<file path="src/rtl/mips_regfile_fwd.sv">
// MIPS32 ID-stage register file: forwarded read ports, a load-use scoreboard
// with stall generation, and flush of in-flight loads.
module mips_regfile_fwd #(
  parameter int XLEN     = 32,
  parameter int NREG     = 32,
  parameter int AW       = $clog2(NREG),
  parameter int NRD      = 2,
  parameter int ZERO_REG = 1
) (
  input  logic                clk1,
  input  logic                rst,
  input  logic [NRD-1:0]      rd_en,
  input  logic [NRD*AW-1:0]   rd_addr,
  output logic [NRD*XLEN-1:0] rd_data,
  input  logic                fwd_valid,
  input  logic [AW-1:0]       fwd_addr,
  input  logic [XLEN-1:0]     fwd_data,
  input  logic                wb_en,
  input  logic [AW-1:0]       wb_addr,
  input  logic [XLEN-1:0]     wb_data,
  input  logic                issue_valid,
  input  logic                issue_is_load,
  input  logic [AW-1:0]       issue_addr,
  input  logic                flush,
  output logic                stall,
  output logic [AW:0]         pend_cnt
);

  logic [XLEN-1:0] regs [NREG];
  logic [NREG-1:0] pend;
  logic [NREG-1:0] pend_nxt;
  logic [AW:0]     cnt_nxt;
  logic [NRD-1:0]  port_stall;
  logic            wr_ok;
  logic            issue_set;

  assign wr_ok     = wb_en && !((ZERO_REG != 0) && (wb_addr == '0));
  assign issue_set = issue_valid && issue_is_load && !stall &&
                     !((ZERO_REG != 0) && (issue_addr == '0));

  always_ff @(posedge clk1) begin
    if (rst) begin
      for (int i = 0; i < NREG; i++) regs[i] <= '0;
    end else if (wr_ok) begin
      regs[wb_addr] <= wb_data;
    end
  end

  generate
    for (genvar i = 0; i < NRD; i++) begin : g_port
      logic [AW-1:0]   addr;
      logic            is_zero;
      logic            wb_hit;
      logic [XLEN-1:0] data;

      assign addr    = rd_addr[i*AW +: AW];
      assign is_zero = (ZERO_REG != 0) && (addr == '0);
      assign wb_hit  = wb_en && (wb_addr == addr);

      // EX/MEM result is newer than the write-back value, so it wins
      always_comb begin
        data = regs[addr];
        if (is_zero)                               data = '0;
        else if (fwd_valid && (fwd_addr == addr))  data = fwd_data;
        else if (wb_hit)                           data = wb_data;
      end

      assign rd_data[i*XLEN +: XLEN] = data;
      assign port_stall[i] = rd_en[i] && !is_zero && pend[addr] && !wb_hit;
    end
  endgenerate

  assign stall = |port_stall;

  // Set after clear so a new load to the register being written back stays pending
  always_comb begin
    pend_nxt = pend;
    if (flush) begin
      pend_nxt = '0;
    end else begin
      if (wb_en)     pend_nxt[wb_addr]    = 1'b0;
      if (issue_set) pend_nxt[issue_addr] = 1'b1;
    end
  end

  always_comb begin
    cnt_nxt = '0;
    for (int i = 0; i < NREG; i++) cnt_nxt = cnt_nxt + (AW+1)'(pend_nxt[i]);
  end

  always_ff @(posedge clk1) begin
    if (rst) begin
      pend     <= '0;
      pend_cnt <= '0;
    end else begin
      pend     <= pend_nxt;
      pend_cnt <= cnt_nxt;
    end
  end

endmodule

</file>
<file path="config.mk">
export PLATFORM = sky130hd
export DESIGN_NAME = mips_regfile_fwd
export DESIGN_NICKNAME = d
export VERILOG_FILES = /design/src/rtl/mips_regfile_fwd.sv
export SDC_FILE = /design/constraint.sdc
export NUM_CORES = 2
export LEC_CHECK = 0
export BUFFER_PORTS_ARGS = -buffer_cell sky130_fd_sc_hd__buf_2
export CAP_MARGIN = 5
export CORE_MARGIN = 2
export CORE_UTILIZATION = 45
export DETAILED_ROUTE_END_ITERATION = 8
export HOLD_SLACK_MARGIN = 0.08
export RECOVER_POWER = 25
export SETUP_SLACK_MARGIN = 0.4
export SLEW_MARGIN = 20
export SYNTH_ARGS = -nofsm -noshare
export SYNTH_HDL_FRONTEND = slang
export SYNTH_SLANG_ARGS = --single-unit
export TNS_END_PERCENT = 30
</file>
<file path="constraint.sdc">
create_clock -name clk1 -period 14.8 [get_ports clk1]
set_clock_uncertainty 0.1 [all_clocks]
set_input_delay 2.96 -clock clk1 [delete_from_list [all_inputs] [get_ports clk1]]
set_output_delay 2.96 -clock clk1 [all_outputs]
set_load 0.1 [all_outputs]
</file>
==> out/qor.yml <==
slew_viol_final: 751
yosysUniqueCellTypes: 59
max-cap-violations: 22
whs_ns: 0.4175
fin_crit_sh_pct: 72.28
routed_wirelength_um: 202700
cts_inserted_buffers: 114
end_kind: "output pin"
placed_cell_area_um2: 61750
reg2reg_from: "pend[8]"
postCtsSetupBuffers: 0
place.gp.congestion: 0.8919
fin_area_um2: 65240
async_flop_share_pct: 0
cts_tree: "done"
gr-total-overflow: 0
grt_pass1_wl_um: 288300
synthAdderAreaFrac_pct: 0.9545
hp-start: "pend[2]"
crit_path_max_fanout: 53
syn_inst: 4385
synth_xor_area_share_pct: 0.3385
fp.coreArea_um2: 131300
worstHoldEndpoint: "pend[2]"
ir_worst_vdd_mv: 0.09397
synth_seq_area_share_pct: 52.95
postCtsHoldBufs: 0
syn_to_final_growth_pct: 9.634
worstSetupStartpointType: "input pin"
p_per_area_nw_per_um2: 115.9
grt_usage_pct: 29.83
reg2regPathDepth: 22
cts.clk_slew.worst_paths_ns: 0.06
first_global_vias: 39510
worstPathRequired_ns: 11.74
drt_iter0_drc: 5309
htree_levels: 3
ios: 169
antenna_found_initial: 15
r2r_end: "pend_cnt[4]"
min_period_ns: 10.70
port_buffers: 168
cts_buffer_depth: 3
fin_nets: 4478
dieHeight_um: 367.7
via_per_inst: 6.396
grt_max_degree: 127
setup_viol: 0
hpwlAfterDp_um: 117700
critPathKind: "input pin to output pin"
start_util_pct: 45.32
r2r_slack_ns: 7.79
drcViolationCount: 0
hold_class: "flip-flop to flip-flop"
synth_top_family_by_area: "multiplexers"
max_freq_mhz: 93.48
hold_viol_final: 0
violations: "max-capacitance violations, max-slew violations"
synth_area_um2: 59510
rows: 133
via_count: 39630
worst_slew_pin_slew_ns: 3.275
clk_latency_ns: 0.72
synth.avg_cell_area_um2: 13.57
rsz0062_at_grt: "false"
drive_gt1_share_pct: 24.04
yosys_warnings: 0
status: "complete, but fails checks"
avgRoutedWirePerCell_um: 32.71
synth_compound_area_share_pct: 5.191
synth.area.mux_share_pct: 21.63
synth_seq_cells: 1062
synthFlopType: "edfxtp_1"
die_w_um: 367.7
clkSinkCount: 1062
synth_edf_count: 1024
tns_ns: 0
dieArea_um2: 135200
worstHoldPathCells: 2
worst_ep_arrival_time_ns: 7.64
drtAntennaViolNets: 0
root_buffer: "clkbuf_16"
relSlewSlack_pct: -118.3
dr.pass1.iters: 6
cts_resized: 0
p_leak_nw: 22.44
yosys.area_share.simple_pct: 15.34
power breakdown:
group	internal [mW]	leakage (nW)	switching [mW]	total, mW
clock network	1.59	1.75	1.24	2.83
registers	3.46	10.1	0.0774	3.53
logic	0.381	10.6	0.814	1.19
total	5.43	22.4	2.13	7.56
how the worst max path moves through the flow:
stage | startpoint | depth (start not counted) | slack (ns) | end
floorplan | rd_addr[2] | 9 | 5.49 | rd_data[13]
global placement | rd_addr[7] | 23 | 3.91 | pend_cnt[4]
detailed placement | rd_addr[7] | 23 | 3.88 | pend_cnt[4]
CTS | rd_addr[0] | 10 | 4.22 | rd_data[14]
global route | rd_addr[0] | 10 | 3.94 | rd_data[14]
finish | rd_addr[0] | 10 | 4.10 | rd_data[14]
synthesized netlist by cell type (3+ instances only):
cell	number	area share, %
a211o_1	25	0.37
a211oi_1	12	0.15
a21oi_1	114	0.96
a221oi_1	4	0.059
a22oi_1	14	0.18
a31oi_1	27	0.28
and2_1	992	10
buf_1	12	0.076
buf_2	78	0.66
buf_4	29	0.37
buf_6	13	0.25
clkbuf_1	326	2.1
dfxtp_1	38	1.3
edfxtp_1	1024	52
fa_1	24	0.81
ha_1	7	0.15
inv_1	30	0.19
mux2_2	50	0.95
mux2i_1	100	1.7
mux4_2	502	19
nand2_1	48	0.30
nand2b_1	9	0.095
nand3_1	16	0.13
nand3b_1	8	0.10
nand4_1	5	0.053
nor2_1	419	2.6
nor2b_1	15	0.16
nor3_1	3	0.025
nor3b_1	3	0.038
nor4_1	3	0.032
o21ai_0	100	0.84
o221ai_1	10	0.15
o22ai_1	130	1.4
o31a_1	3	0.044
o31ai_1	7	0.088
o32a_1	7	0.12
o32ai_1	11	0.16
o41a_1	3	0.057
o41ai_2	9	0.25
or2_2	60	0.63
or3_1	48	0.50
or3b_2	5	0.074
xnor2_1	7	0.10
xor2_1	16	0.24
routing by layer:
layer  vias to the layer above  wire (µm)  global-route usage [%]
met4                         2       7993                   10.73
met3                       387      22400                   6.163
met2                      2493      91950                   45.75
met1                     20400      80320                   42.19
li1                      16350          -                       -
met5                         -         12                       0
worst max-delay path, cell delays in order:
cell      delay [ns]
buf_8           0.52
buf_4           0.78
buf_4           0.82
mux4_2          0.59
mux4_2          0.56
nor2_1          0.15
a211oi_1        0.07
a21oi_1         0.62
a21oi_1         0.14
buf_2           0.32
per-stage QoR:
stage	util (%)	cells	total power [mW]	setup slack, ns
floorplan	-	4416	4.387	5.494
global placement	47.03	5988	4.759	3.910
detailed placement	47.03	5988	4.771	3.883
CTS	49.77	6194	7.567	4.220
global route	49.69	6194	7.752	3.944
finish	49.69	6196	7.563	4.103
final cells by class:
cell class | instances | area [µm²]
Tap cell | 1755 | 2196
Fill cell | 11180 | 66050
Multi-Input combinational cell | 2865 | 26180
Sequential cell | 1062 | 31510
Inverter | 31 | 121.4
Clock buffer | 140 | 2970
Clock inverter | 66 | 626.9
Antenna cell | 2 | 5.005
Timing Repair Buffer | 275 | 1629
sequential cells by signal, indices dropped and copies added, names as in the netlist:
signal / count
pend: 32
pend_cnt: 6
regs: 1024
cells by family after synthesis:
logic type               count (synthesis)
AO/OA/AOI/OAI                          485
buffers and inverters                  489
adder cells (fa/ha/maj)                 31
flip-flops                            1062
other                                    1
XOR/XNOR                                23
multiplexers                           652
AND/OR/NAND/NOR                       1642
cells in the final DEF, fill, tap and decap left out, types with 8 or more instances in the layout:
cell type	synthesis	routed
nor2_4	0	18
a31oi_1	27	27
clkinv_2	0	16
a21oi_1	114	114
nor2_2	0	9
o22ai_1	130	130
o221ai_1	10	10
nand3b_1	8	8
o41ai_2	9	9
nand2_1	48	46
clkinv_1	0	32
or3_1	48	47
buf_4	29	85
xor2_1	16	16
conb_1	1	32
a211oi_1	12	12
clkbuf_16	0	114
inv_1	30	30
bufinv_16	0	10
mux4_2	502	502
o32ai_1	11	11
clkbuf_1	326	53
o21ai_0	100	100
fa_1	24	24
mux2i_1	100	100
and2_1	992	827
and2_0	0	165
a22oi_1	14	14
a211o_1	25	25
dfxtp_1	38	38
nor2b_1	15	13
edfxtp_1	1024	1024
mux2_2	50	50
buf_2	78	154
nor2_1	419	392
or2_2	60	61
nand3_1	16	15
(Power assumes the default switching activity.)
